`src/rtl/uart_pkg.sv`:
```
// Constants shared by the UART receiver, transmitter and the receive-side byte FIFO.
package uart_pkg;
  localparam int UART_DATA_W        = 8;
  localparam int UART_RX_FIFO_DEPTH = 16;
endpackage

```
`src/rtl/sync_fifo.sv`:
```
// Synchronous FIFO with first-word-fall-through read and occupancy count.
// A push while full is still accepted when a pop frees the slot in the same cycle.
module sync_fifo #(
  parameter int DATA_W = 8,
  parameter int DEPTH  = 16
) (
  input  logic                       clk,
  input  logic                       rst,
  input  logic                       push,
  input  logic [DATA_W-1:0]          push_data,
  input  logic                       pop_req,
  output logic                       out_valid,
  output logic [DATA_W-1:0]          out_data,
  output logic [$clog2(DEPTH):0]     count,
  output logic                       full,
  output logic                       empty,
  output logic                       dropped
);
  localparam int ADDR_W = $clog2(DEPTH);

  logic [DATA_W-1:0] mem_q [DEPTH];
  logic [ADDR_W-1:0] wr_ptr_q, wr_ptr_d;
  logic [ADDR_W-1:0] rd_ptr_q, rd_ptr_d;
  logic [ADDR_W:0]   count_q, count_d;
  logic              pop, wr_en;

  assign empty     = (count_q == '0);
  assign full      = (count_q == (ADDR_W+1)'(DEPTH));
  assign out_valid = ~empty;
  assign out_data  = mem_q[rd_ptr_q];
  assign count     = count_q;

  assign pop     = out_valid & pop_req;
  assign wr_en   = push & (~full | pop);
  assign dropped = push & full & ~pop;

  always_comb begin
    wr_ptr_d = wr_ptr_q;
    rd_ptr_d = rd_ptr_q;
    count_d  = count_q;
    if (wr_en) wr_ptr_d = wr_ptr_q + 1'b1;
    if (pop)   rd_ptr_d = rd_ptr_q + 1'b1;
    // Simultaneous accept and pop leaves occupancy unchanged.
    if (wr_en && !pop)      count_d = count_q + 1'b1;
    else if (!wr_en && pop) count_d = count_q - 1'b1;
  end

  always_ff @(posedge clk) begin
    if (rst) begin
      wr_ptr_q <= '0;
      rd_ptr_q <= '0;
      count_q  <= '0;
    end else begin
      wr_ptr_q <= wr_ptr_d;
      rd_ptr_q <= rd_ptr_d;
      count_q  <= count_d;
    end
  end

  // Storage is not reset; out_data is meaningless while empty.
  always_ff @(posedge clk) begin
    if (wr_en) mem_q[wr_ptr_q] <= push_data;
  end
endmodule

```
`src/rtl/uart_rx_fifo.sv`:
```
// Receive byte buffer: turns the receiver's level valid into one push per byte,
// buffers up to DEPTH bytes and keeps a sticky overflow flag for dropped bytes.
module uart_rx_fifo
  import uart_pkg::*;
#(
  parameter int DATA_W = UART_DATA_W,
  parameter int DEPTH  = UART_RX_FIFO_DEPTH
) (
  input  logic                   clk,
  input  logic                   rst,
  input  logic                   in_valid,
  input  logic [DATA_W-1:0]      in_data,
  output logic                   out_valid,
  output logic [DATA_W-1:0]      out_data,
  input  logic                   out_ready,
  output logic [$clog2(DEPTH):0] count,
  output logic                   full,
  output logic                   empty,
  output logic                   overflow,
  input  logic                   clr_overflow
);
  logic in_valid_q, in_valid_d;
  logic overflow_q, overflow_d;
  logic push, dropped;

  assign push       = in_valid & ~in_valid_q;
  assign in_valid_d = in_valid;
  assign overflow   = overflow_q;

  always_comb begin
    overflow_d = overflow_q;
    if (dropped)           overflow_d = 1'b1;
    else if (clr_overflow) overflow_d = 1'b0;
  end

  // in_valid_q resets high so a level already asserted at reset release is not a push.
  always_ff @(posedge clk) begin
    if (rst) begin
      in_valid_q <= 1'b1;
      overflow_q <= 1'b0;
    end else begin
      in_valid_q <= in_valid_d;
      overflow_q <= overflow_d;
    end
  end

  sync_fifo #(.DATA_W(DATA_W), .DEPTH(DEPTH)) u_fifo (
    .clk       (clk),
    .rst       (rst),
    .push      (push),
    .push_data (in_data),
    .pop_req   (out_ready),
    .out_valid (out_valid),
    .out_data  (out_data),
    .count     (count),
    .full      (full),
    .empty     (empty),
    .dropped   (dropped)
  );
endmodule

```
`config.mk`:
```
export PLATFORM = sky130hd
export DESIGN_NAME = uart_rx_fifo
export DESIGN_NICKNAME = d
export VERILOG_FILES = /design/src/rtl/uart_pkg.sv /design/src/rtl/sync_fifo.sv /design/src/rtl/uart_rx_fifo.sv
export SDC_FILE = /design/constraint.sdc
export NUM_CORES = 1
export LEC_CHECK = 0
export CAP_MARGIN = 20
export CORE_ASPECT_RATIO = 2
export CORE_MARGIN = 2
export CORE_UTILIZATION = 37
export CTS_CLUSTER_SIZE = 30
export DETAILED_ROUTE_END_ITERATION = 8
export PLACE_DENSITY_LB_ADDON = 0.05
export REMOVE_ABC_BUFFERS = 1
export SYNTH_ARGS = -nofsm -noshare
export SYNTH_HDL_FRONTEND = slang
export SYNTH_HIERARCHICAL = 1
export SYNTH_SLANG_ARGS = --single-unit
```
`constraint.sdc`:
```
create_clock -name clk -period 7.2 [get_ports clk]
set_clock_uncertainty 0.15 [all_clocks]
set_input_delay 1.44 -clock clk [delete_from_list [all_inputs] [get_ports clk]]
set_output_delay 1.44 -clock clk [all_outputs]
set_load 0.02 [all_outputs]
```
* Word-level counts from Yosys, hierarchy flattened *
Memory sizes are Yosys's and may differ from the RTL's. A register that Yosys moved wholly into a read port is not among the register bits.
Cells that the tools add are included.

word-level totals
  bits in writable memories = 128
  bits in registers = 15
  memories = 1
  output and inout port bits = 17
  input bits = 13

operators by class
  bitwise gates (word level) = 10
  muxes and demuxes = 8
  reductions and logical operators = 7
  $add $sub $neg = 4
  equality and inequality tests = 1

memory list
  name          depth  width  read ports  clocked after Yosys merged registers in  write ports  line             RTL
  u_fifo.mem_q  16     8      1           1                                        1            sync_fifo.sv:21  logic [DATA_W-1:0] mem_q [DEPTH];

operators with widths
  cell                 number
  $mux 5               2
  $add 4x1->4 const B  2
  $mux 4               2
  $add 5x1->5 const B  1
  $and 1x1->1          5
  $eq 5x5->1 const B   1
  $logic_not 5->1      1
  $sub 5x1->5 const B  1
  $mux 1               4
  $not 1->1            4
  $reduce_bool 2->1    2
  $logic_and 1x1->1    2
  $logic_not 1->1      2
  $or 1x1->1           1

* Logic depth before layout (Yosys ltp) *
Gate-level depths: netlist of run 1.

  word-level depth = 9
  depth in mapped cells = 11

* Cells and area by module *
Netlist of run 1, hierarchy kept.

by module, submodules not included
  module        cells an instance  area an instance (µm²)  sequential area each (µm²)  times used
  sync_fifo     315                5796.8                  4184.0                      1
  uart_rx_fifo  7                  71.3                    40.0                        1

* Least setup slack after synthesis of run 1 *
Ideal clock, no wire load.

  path kind = input -> register
  start = input port in_valid
  end = register u_fifo.count_q[4] (netlist: u_fifo/count[4])
  buffers on the path = 0
  cell stages on the path = 10
  required time = 6.929 ns
  setup slack = 3.528 ns
  arrival = 3.401 ns
  cell sequence = nor2b_1 -> o31ai_4 -> inv_1 -> ha_1 -> inv_1 -> fa_1 -> nand3_1 -> a211oi_1 -> a31oi_1 -> mux2_2

on the way
  cells in the longest elaborated chain, start to end = 5
  elaborated cells on any way between the ends = 7
  classes of those cells = mux (1); bitwise (2); reduce/logical (4)

ends and longest elaborated chain
  element                             line                RTL
  start, declared                     uart_rx_fifo.sv:11  input logic in_valid,
  $and 1x1->1 (*)                     uart_rx_fifo.sv:26  assign push = in_valid & ~in_valid_q;
  $and 1x1->1 (*)                     sync_fifo.sv:34     assign wr_en = push & (~full | pop);
  named net u_fifo.wr_en              sync_fifo.sv:25     logic pop, wr_en;
  $logic_not 1->1                     sync_fifo.sv:45     else if (!wr_en && pop) count_d = count_q - 1'b1;
  $logic_and 1x1->1                   sync_fifo.sv:45
  $reduce_bool 2->1 (no source line)  -
  end signal, assigned                sync_fifo.sv:56     count_q <= count_d;
  end, declared                       sync_fifo.sv:24     logic [ADDR_W:0] count_q, count_d;

Mark *: on every way through the listed nets, which the timed path passes. The rest lies on a longest branch.
A chain may end at the register's enable or synchronous reset.

==> results.toml, run 1 <==
[status]
status = "finished clean"

[critical_path]
max_stage_delay_ps = 590
reg2reg_depth = 10
required_ps = 5610
rrSetupSlack_ps = 3880
path_max_fanout = 32
criticalPathCategory = "register to primary output"
path_delay_family = "buffers and inverters"
arrival_ps = 2840
start_kind = "register"
cp.depth = 5
r2r-start = "u_fifo/count[0]$_SDFFE_PP0P_"
cp-end-kind = "primary output"
cp-endpoint = "out_data[6]"
r2r_end = "u_fifo/count[4]$_SDFFE_PP0P_"
crit_buf_inv = 2
critPathSlowestCell = "mux4_2"
crit_chain = "buf_4 > mux4_2 > a22oi_1 > nand2_1 > clkdlybuf4s50_1"

[timing]
hold_slack_ps = 337
setup_violations = 0
finalCritPeriodShare = 0.616
fin_crit_ps = 4430
setup_ws_ps = 2770
rsz0062_at_grt = "no"
worst_pin_slew_ps = 991
setup_tns_ps = 0
max_freq_mhz = 226
slew_headroom = 0.337
hold_violations = 0
finalMaxSlewViolations = 0

[placed_design]
portBuffers = 29
post-place-ws_ps = 2750
gp_congestion = 0.772
dp_hpwl_mm = 7.74

[die]
die-area_mm2 = 0.0169
core_mm2 = 0.0156
die_w_um = 93.1
die_h_um = 182
ioPinCount = 30
start_util = 0.376
rows = 65

[worst_hold_path]
holdCritStartpoint = "overflow$_SDFFE_PP0P_"
min_path_type = "register to register"
min_path_cells = 2

[global_routing]
grt_pass1_wl_mm = 18.7
grt_usage = 0.154
grt_pass1_vias = 3113
antenna_found_initial = 0
grt.overflow.total = 0
grt_max_degree = 33

[power_and_ir_drop]
pwr-share-comb = 0.231
ir_worst_vdd_mv = 0.169
power.density_mw_per_mm2 = 346
internal-power_uw = 1740
power_frac_clock = 0.365
swShare = 0.279
pwr-share-seq = 0.404
p_leak_uw = 0.00226
p_sw_uw = 675

[synthesis]
synth.distinct_cells = 40
synth.avg_cell_area_um2 = 18.2
synth_seq_cells = 147
synthTopCellsByArea = "edfxtp_1 (66%), mux4_2 (12%), dfxtp_1 (6.5%)"
async_flop_share = 0
synth.top_cell.area_share = 0.655
ys_warn_count = 6
ys_seq_area_frac = 0.720
synth_edf_count = 128
ys.flop_type = "edfxtp_1"
synth_cells = 322
synthesis.area_mm2 = 0.00587
yosys.area.top_type = "edfxtp_1"

[cts]
cts-resized-gates = 0
post_cts_buffers = 0
clock_latency_ps = 420
root_buffer = "clkbuf_16"
cts_buffers = 17
ctsHoldBuffers = 0
cts_tree = "done"
cts.sinks = 147
clkSlewWorstSetupHoldPaths_ps = 60
h-tree-depth = 4
clockBufferDepth = 2

[routing]
drt_iter0_markers = 233
wl_mm = 12.1
vias = 2914
ant_nets = 0
drc = 0
firstDrtPassIters = 4
drt-wirelength-per-cell_um = 21.2
via_per_inst = 5.10

[cells_and_area]
antenna_cells = 0
post-route-util = 0.447
nets = 380
drive_above_1_share = 0.211
area_growth_pct = 19.0

[flow_run]
cap_violations = 0
[worst min path at each step]
stage / to / slack [ps]
2_1_floorplan: register / 330
3_3_place_gp: overflow$_SDFFE_PP0P_ / 320
3_5_place_dp: overflow$_SDFFE_PP0P_ / 330
4_1_cts: overflow$_SDFFE_PP0P_ / 340
5_1_grt: overflow$_SDFFE_PP0P_ / 350
6_report: overflow$_SDFFE_PP0P_ / 340
[layer usage]
metal	share of wire	global-route usage
met1	0.42	0.193
met2	0.54	0.264
met3	0.025	0.0297
met4	0.012	0.0582
met5	0	0
[sequential cells by signal, summed over array words and instances, names as in the netlist, named ones only]
name and count:
in_valid_q 1, overflow 1, u_fifo/count 5, u_fifo/mem_q 128, u_fifo/rd_ptr_q 4, u_fifo/wr_ptr_q 4
[synth_stat cells (2+ instances only)]
master,n
and3_1,5
inv_1,7
nand2_1,13
a22oi_1,16
xnor2_1,2
buf_2,3
nor3_1,6
mux2i_1,3
nand2b_1,4
ha_1,9
or3_1,2
o211ai_1,2
dfxtp_1,19
nor2_1,24
and2_1,4
mux4_2,32
edfxtp_1,128
a21oi_1,4
xor2_1,5
clkbuf_1,10
nor3b_1,2
nor2b_1,3
buf_1,2
[per-stage QoR]
step | instances | area, µm² | total power (µW)
finish | 571 | 6980 | 2420
global route | 571 | 6980 | 2530
CTS | 571 | 6980 | 2450
detailed placement | 539 | 6390 | 1560
global placement | 539 | 6390 | 1550
floorplan | 306 | 5800 | 1370
[cell families after synthesis]
group	synth area share
AOI/OAI and AO/OA	0.0435
DFF	0.720
adders and majority gates	0.0226
xor gates and xnor gates	0.0104
muxes	0.130
buffers and inverters	0.0166
and+or+nand+nor	0.0571
[power groups by stage]
stage | clock network (µW) | logic (µW) | registers (µW)
6_report | 882 | 557 | 977
5_1_grt | 940 | 609 | 981
4_1_cts | 902 | 569 | 978
3_5_place_dp | 0 | 566 | 996
3_3_place_gp | 0 | 559 | 995
2_1_floorplan | 0 | 323 | 1050
[worst min-delay path, cell delays in order (launching register included)]
cell and delay (ps):
dfxtp_1 310, nand2b_1 80, a21oi_2 50
[final cells by class]
cell class | instances | area, µm²
Clock buffer | 18 | 429
Clock inverter | 14 | 165
Fill cell | 1391 | 8630
Inverter | 7 | 26.3
Multi-Input combinational cell | 152 | 1570
Sequential cell | 147 | 4230
Tap cell | 201 | 251
Timing Repair Buffer | 32 | 313
[cells in the final DEF (no fill, tap or decap), drive strengths merged, types with 6 or more instances in the layout]
| cell type | count |
|---|---|
| edfxtp | 128 |
| mux4 | 32 |
| clkdlybuf4s50 | 29 |
| nor2 | 24 |
| dfxtp | 19 |
| clkbuf | 18 |
| a22oi | 16 |
| inv | 15 |
| nand2 | 13 |
| ha | 9 |
| nor3 | 6 |
No activity file was read; power rests on OpenSTA's default activity.
==> run 2: changes to the inputs <==
- clock period: 7.2 -> 4.5 ns (I/O delays scaled with it)
==> results.toml, run 2 (same netlist as run 1, synthesis figures left out) <==
[cells_and_area]
stdcell_area_mm2 = 0.00696
layout_common_cells = "edfxtp_1 (128), mux4_2 (32), clkdlybuf4s50_1 (29), nor2_1 (24), dfxtp_1 (18)"
top_register = "u_fifo/mem_q"
post-route-util = 0.446
nets = 386
drive_above_1_share = 0.210
area_growth_pct = 18.6
antenna_cells = 0
largest_reg_flops = 128
layout_commonest_cell = "edfxtp_1"

[power_and_ir_drop]
power.density_mw_per_mm2 = 539
p_leak_uw = 0.00227
ir_worst_vdd_mv = 0.304

[cts]
cts_tree = "done"
ctsHoldBuffers = 0
h-tree-depth = 4
cts.sinks = 147
clock_latency_ps = 410
root_buffer = "clkbuf_16"
clkSlewWorstSetupHoldPaths_ps = 60
clockBufferDepth = 2
cts_buffers = 17
cts-resized-gates = 0
post_cts_buffers = 0

[placed_design]
dp_hpwl_mm = 7.93
post-place-ws_ps = 625
placed_area_mm2 = 0.00641
gp_congestion = 0.774
portBuffers = 29

[global_routing]
use_met3 = 0.0351
grt_most_used_layer = "met2"
grt_use_met1 = 0.189
met2_usage = 0.266
antenna_found_initial = 0
grt_usage = 0.154
grt_max_degree = 33
grt.overflow.total = 0
grt_pass1_wl_mm = 18.5
grt_pass1_vias = 3125

[timing]
hold_violations = 0
hold_slack_ps = 341
setup_tns_ps = 0
setup_violations = 0
finalMaxSlewViolations = 0
rsz0062_at_grt = "no"
fin_crit_ps = 3940
worst_pin_slew_ps = 974
finalCritPeriodShare = 0.876
setup_ws_ps = 558
max_freq_mhz = 254
slew_headroom = 0.349

[critical_path]
crit_buf_inv = 2
criticalPathCategory = "register to primary output"
critPathSlowestCell = "dfxtp_2"
r2r-start = "u_fifo/count[0]$_SDFFE_PP0P_"
arrival_ps = 2890
cp-end-kind = "primary output"
path_max_fanout = 12
path_delay_family = "buffers and inverters"
start_kind = "register"
max_stage_delay_ps = 620
crit_chain = "buf_4 > mux4_2 > a22oi_1 > nand2_1 > clkdlybuf4s50_1"
required_ps = 3450

[routing]
via_per_inst = 5.05
wl_mm = 11.9
firstDrtPassIters = 4
vias = 2914
ant_nets = 0
drt-wirelength-per-cell_um = 20.6
drt_iter0_markers = 139
drc = 0

[die]
start_util = 0.376
die-area_mm2 = 0.0169
die_w_um = 93.1
rows = 65
core_mm2 = 0.0156
die_h_um = 182
ioPinCount = 30

[worst_hold_path]
min_path_type = "register to register"
holdCritStartpoint = "overflow$_SDFFE_PP0P_"

[flow_run]
cap_violations = 0

[status]
status = "finished clean"
run 2: cell types whose count changed in the layout (fill, tap and decap cells not counted), sizes merged:
cell    previous run  this run
bufinv             2         0
clkinv             2         5
buf                3         9
inv               15        14
run 2: worst paths after layout:
kind,slack [ps],endpoint,cells after the start
min reg2reg,340,overflow$_SDFFE_PP0P_,2
max,560,out_data[2],5
min,340,overflow$_SDFFE_PP0P_,2
max reg2reg,1210,u_fifo/count[4]$_SDFFE_PP0P_,10
run 2: stage by stage:
step	instances	power, µW
2_1_floorplan	306	2200
3_3_place_gp	545	2490
3_5_place_dp	545	2510
4_1_cts	577	3800
5_1_grt	577	3930
6_report	577	3750
run 2: area by class of cell:
class / instances / area (µm²)
Multi-Input combinational cell: 152 / 1550
Inverter: 7 / 26.3
Tap cell: 201 / 251
Clock inverter: 14 / 121
Fill cell: 1444 / 8660
Clock buffer: 18 / 429
Timing Repair Buffer: 38 / 358
Sequential cell: 147 / 4230
run 2: routing by layer:
metal | vias up | wire length, µm
met3 | 8 | 255
met2 | 36 | 6490
met1 | 1509 | 4980
li1 | 1361 | -
met4 | 0 | 144
met5 | - | 0
run 2: power by group:
group | switching (µW) | internal, µW | leakage (µW)
combinational | 437 | 439 | 0.000698
sequential | 69.9 | 1520 | 0.00131
clock | 564 | 722 | 0.000266
total | 1070 | 2680 | 0.00227
run 2: worst register-to-register path: stages (launching register included):
cell      delay (ps)
dfxtp_1          380
or4_4            660
o31ai_4          420
inv_1             90
ha_1             220
inv_1            150
ha_1             290
a21oi_1          210
a211oi_1         100
a31oi_1          170
mux2_2           340
==> run 3: changes to the inputs <==
- ABC_AREA: not set -> 1
==> results.toml, run 3 <==
[synthesis]
synthTopCellsByArea = "edfxtp_1 (61%), nand2_1 (10%), dfxtp_1 (6.1%)"
synth.avg_cell_area_um2 = 10.4
synth_edf_count = 128
synth_most_common_cell = "nand2_1"
synth.distinct_cells = 26
synthesis.area_mm2 = 0.00626
synth_cells = 599
ys_seq_area_frac = 0.675
yosys-top-cells-count = "nand2_1 (166), edfxtp_1 (128), nor2_1 (79)"
ys_warn_count = 6
synth.top_cell.area_share = 0.614
async_flop_share = 0
ys.flop_type = "edfxtp_1"
yosys.area.top_type = "edfxtp_1"
synth_seq_cells = 147

[cells_and_area]
largest_reg_flops = 128
antenna_cells = 0
area_growth_pct = 19.8
drive_above_1_share = 0.0860
stdcell_area_mm2 = 0.00750
layout_common_cells = "nand2_1 (166), edfxtp_1 (128), nor2_1 (79), nand3_1 (64), inv_1 (48)"
nets = 661
layout_commonest_cell = "nand2_1"
top_register = "u_fifo/mem_q"

[global_routing]
grt_pass1_vias = 4353
grt_max_degree = 52
grt_pass1_wl_mm = 24.3
grt_usage = 0.190
antenna_found_initial = 0
grt.overflow.total = 0

[critical_path]
cp-endpoint = "out_data[6]"
cp.depth = 8
required_ps = 3450
critPathSlowestCell = "dfxtp_2"
crit_buf_inv = 3
reg2reg_depth = 13
max_stage_delay_ps = 650
r2r_end = "u_fifo/count[4]$_SDFFE_PP0P_"
crit_chain = "inv_2 > buf_12 > nand2_1 > nand3_1 > nand3_1 > nand3_1 > nand2_1 > clkdlybuf4s50_1"
path_common_cell = "nand3_1"
rrSetupSlack_ps = 1760
cp-end-kind = "primary output"
arrival_ps = 2660
path_delay_family = "buffers and inverters"
path_max_fanout = 43
criticalPathCategory = "register to primary output"
start_kind = "register"
r2r-start = "u_fifo/count[0]$_SDFFE_PP0P_"

[placed_design]
portBuffers = 29
dp_hpwl_mm = 10.5
gp_congestion = 0.805
placed_area_mm2 = 0.00684
post-place-ws_ps = 1060

[timing]
worst_pin_slew_ps = 793
setup_ws_ps = 789
slew_headroom = 0.469
finalCritPeriodShare = 0.825
rsz0062_at_grt = "no"
setup_violations = 0
setup_tns_ps = 0
max_freq_mhz = 269
hold_violations = 0
fin_crit_ps = 3710
finalMaxSlewViolations = 0
hold_slack_ps = 311

[cts]
clkSlewWorstSetupHoldPaths_ps = 60
h-tree-depth = 4
cts-resized-gates = 0
clock_latency_ps = 420
cts_buffers = 17
root_buffer = "clkbuf_16"
cts.sinks = 147
ctsHoldBuffers = 0
post_cts_buffers = 0
clockBufferDepth = 2
cts_tree = "done"

[die]
rows = 67
start_util = 0.375
die_w_um = 96.0
die-area_mm2 = 0.0180
die_h_um = 188
ioPinCount = 30
core_mm2 = 0.0167

[routing]
firstDrtPassIters = 7
vias = 4260
drt-wirelength-per-cell_um = 18.5
via_per_inst = 4.97
wl_mm = 15.9
ant_nets = 0
drc = 0
drt_iter0_markers = 244

[power_and_ir_drop]
power.density_mw_per_mm2 = 562
ir_worst_vdd_mv = 0.383
p_leak_uw = 0.00291

[worst_hold_path]
min_path_type = "register to register"

[flow_run]
cap_violations = 0

[status]
status = "finished clean"
## run 3: logic make-up (layout without fill, tap and decap cells)
kind of cell,Yosys count,in the layout,share of synthesized area
buf+inv,77,129,0.0510
flops,147,147,0.675
compound gates,45,45,0.0404
simple gates,316,316,0.207
fa+ha+maj,10,10,0.0212
xor+xnor,4,4,0.00560
## run 3: layer usage
layer | track usage | part of all wire | vias to the layer above
met5 | 0 | 0 | -
met4 | 0.0764 | 0.024 | 0
met3 | 0.0374 | 0.022 | 23
met2 | 0.354 | 0.57 | 72
met1 | 0.201 | 0.39 | 2078
li1 | - | - | 2087
## run 3: per-stage QoR
| stage | power, µW | cells | util |
|---|---|---|---|
| after floorplan | 2250 | 574 | - |
| after global placement | 2710 | 826 | 0.410 |
| after detailed placement | 2710 | 826 | 0.410 |
| after CTS | 4260 | 858 | 0.450 |
| after global routing | 4440 | 858 | 0.450 |
| final | 4220 | 858 | 0.450 |
## run 3: worst min path at each step
stage,start,slack (ps),endpoint,cells past startpoint
after floorplan,u_fifo/rd_ptr_q[3]$_SDFFE_PP0N_,310,register,2
after global placement,overflow$_SDFFE_PP0P_,300,overflow$_SDFFE_PP0P_,2
after detailed placement,overflow$_SDFFE_PP0P_,310,overflow$_SDFFE_PP0P_,2
after CTS,overflow$_SDFFE_PP0P_,320,overflow$_SDFFE_PP0P_,2
after global routing,overflow$_SDFFE_PP0P_,350,overflow$_SDFFE_PP0P_,2
final,overflow$_SDFFE_PP0P_,310,overflow$_SDFFE_PP0P_,2
## run 3: worst min-delay path: cells and delay by family, from the launching register on
| family | cells | cell delay (ps) |
|---|---|---|
| and+or+nand+nor | 1 | 60 |
| AOI/OAI and AO/OA | 1 | 50 |
| DFF | 1 | 300 |
## run 3: layout make-up
class | count | area (µm²)
Sequential cell | 147 | 4230
Multi-Input combinational cell | 375 | 1720
Clock buffer | 18 | 429
Tap cell | 207 | 259
Timing Repair Buffer | 45 | 448
Inverter | 52 | 195
Fill cell | 1576 | 9180
Clock inverter | 14 | 228
## run 3: where the power goes
part           internal, µW  switching [µW]
clock network           992             556
logic                   407             672
registers              1520            65.5
==> variant: new RTL, config.mk and constraints of run 2 <==
Put a register stage on the output `count`, cleared by the reset. The value now appears one clock later. The other outputs are not delayed to match.
--- a/src/rtl/uart_rx_fifo.sv
+++ b/src/rtl/uart_rx_fifo.sv
@@ -19,6 +19,8 @@
   output logic                   overflow,
   input  logic                   clr_overflow
 );
+
+  logic [$clog2(DEPTH):0] count_c;
   logic in_valid_q, in_valid_d;
   logic overflow_q, overflow_d;
   logic push, dropped;
@@ -52,10 +54,18 @@
     .pop_req   (out_ready),
     .out_valid (out_valid),
     .out_data  (out_data),
-    .count     (count),
+    .count     (count_c),
     .full      (full),
     .empty     (empty),
     .dropped   (dropped)
   );
+  always_ff @(posedge clk) begin
+    if (rst) begin
+      count <= '0;
+    end else begin
+      count <= count_c;
+    end
+  end
+
 endmodule
 
Function: changed (a bounded check fails within 4 cycles, from zero or initial values and one cycle with rst high).
==> variant against run 2 <==
  * Sequential cell count grew 5
  * Critical endpoint is now out_data[3]
  * Total power is 8.1% higher
  * Worst setup slack better by 0.10 ns
  * Register-to-register slack got worse by 0.04 ns
  * Area after synthesis up 2.2%
  * Final area increased by 3.8%
  * Sequential power rose by 4%
  * Combinational power decreased by 1%
  * Routed wire length grew 6.8%
==> variant: results (changes against run 2) <==
\begin{tabular}{lr}
\hline
Metric & Value \\
\hline
\multicolumn{2}{l}{\textbf{Power}} \\
\quad Clock power frac & 0.381 (was 0.343) \\
\quad IR drop worst, VDD & 0.000399 V (was 0.000304 V) \\
\quad Static power due to leakage & 2.39 nW (was 2.27 nW) \\
\quad Switching portion of total power & 0.262 (was 0.285) \\
\quad Power per standard cell area & 562 nW/um2 (was 539 nW/um2) \\
\multicolumn{2}{l}{\textbf{Global route}} \\
\quad Number of global-route vias before repair & 3277 (was 3125) \\
\quad First-pass GRT wire length & 19600 um (was 18500 um) \\
\quad GR Util met2 & 0.289 (was 0.266) \\
\quad GR met3 Demand/Resource & 0.0308 (was 0.0351) \\
\quad Global routing usage summed across all routing layers & 0.161 (was 0.154) \\
\multicolumn{2}{l}{\textbf{Timing}} \\
\quad Timing-limited maximum frequency & 260 MHz (was 254 MHz) \\
\quad Worst Hold Slack & 0.328 ns (was 0.341 ns) \\
\quad Worst rel slew slack & 0.428 (was 0.349) \\
\multicolumn{2}{l}{\textbf{Worst setup path}} \\
\quad Critical Path End & out\_data[3] (was out\_data[2]) \\
\quad Maximum fanout along the worst path & 21 (was 12) \\
\multicolumn{2}{l}{\textbf{Placed design}} \\
\quad Placed standard-cell area & 6570 um2 (was 6410 um2) \\
\quad Instance count after placement with tap cells included & 558 (was 545) \\
\quad Setup WS pre-CTS & 0.601 ns (was 0.625 ns) \\
\quad Final weighted congestion of routability-driven global placement & 0.719 (was 0.774) \\
\multicolumn{2}{l}{\textbf{Routing}} \\
\quad Total routed wire length on the met1 layer & 4930 um (was 4980 um) \\
\quad Detailed route wirelength on metal3 & 272 um (was 255 um) \\
\quad Final wirelength & 12700 um (was 11900 um) \\
\quad Count of vias placed by the detailed router & 3034 (was 2914) \\
\quad Count of routing violations after the opening detailed-route iteration & 125 (was 139) \\
\multicolumn{2}{l}{\textbf{Layout}} \\
\quad Multi-input gates & 157 (was 152) \\
\quad Share of layout cells above drive strength 1 & 0.208 (was 0.210) \\
\quad \# clk buffers & 17 (was 18) \\
\quad Storage cell area & 4330 um2 (was 4230 um2) \\
\multicolumn{2}{l}{\textbf{Synth}} \\
\quad Synth area leaders & edfxtp\_1 (64\%), mux4\_2 (12\%), dfxtp\_1 (8.0\%) (was edfxtp\_1 (66\%), mux4\_2 (12\%), dfxtp\_1 (6.5\%)) \\
\quad Library cells used by synthesis & 39 (was 40) \\
\quad Most frequent cells after synthesis & edfxtp\_1 (128), mux4\_2 (32), dfxtp\_1 (24), nor2\_1 (24), a22oi\_1 (16) (was edfxtp\_1 (128), mux4\_2 (32), nor2\_1 (24)) \\
\multicolumn{2}{l}{\textbf{Status}} \\
\quad Run status & finished clean (unchanged) \\
\hline
\end{tabular}
[variant: cell count changes in the layout (fill, tap and decap cells not counted)]
| cell | run 2 | this run |
|---|---|---|
| a21oi_1 | 4 | 5 |
| clkinv_4 | 4 | 5 |
| buf_12 | 0 | 1 |
| bufinv_16 | 0 | 5 |
| clkbuf_1 | 1 | 0 |
| nor2b_1 | 3 | 8 |
| inv_8 | 2 | 0 |
| buf_4 | 9 | 11 |
| inv_6 | 5 | 1 |
| dfxtp_1 | 18 | 23 |
| clkinv_1 | 0 | 1 |
| a21oi_2 | 1 | 0 |
[variant: cells by family after synthesis]
| group | count (synthesis) | share of synthesized area |
|---|---|---|
| and+or+nand+nor | 73 | 0.0611 |
| DFF | 152 | 0.721 |
| adders and majority gates | 10 | 0.0221 |
| muxes | 36 | 0.127 |
| xor gates and xnor gates | 7 | 0.0102 |
| AOI/OAI and AO/OA | 31 | 0.0419 |
| buffers and inverters | 23 | 0.0163 |
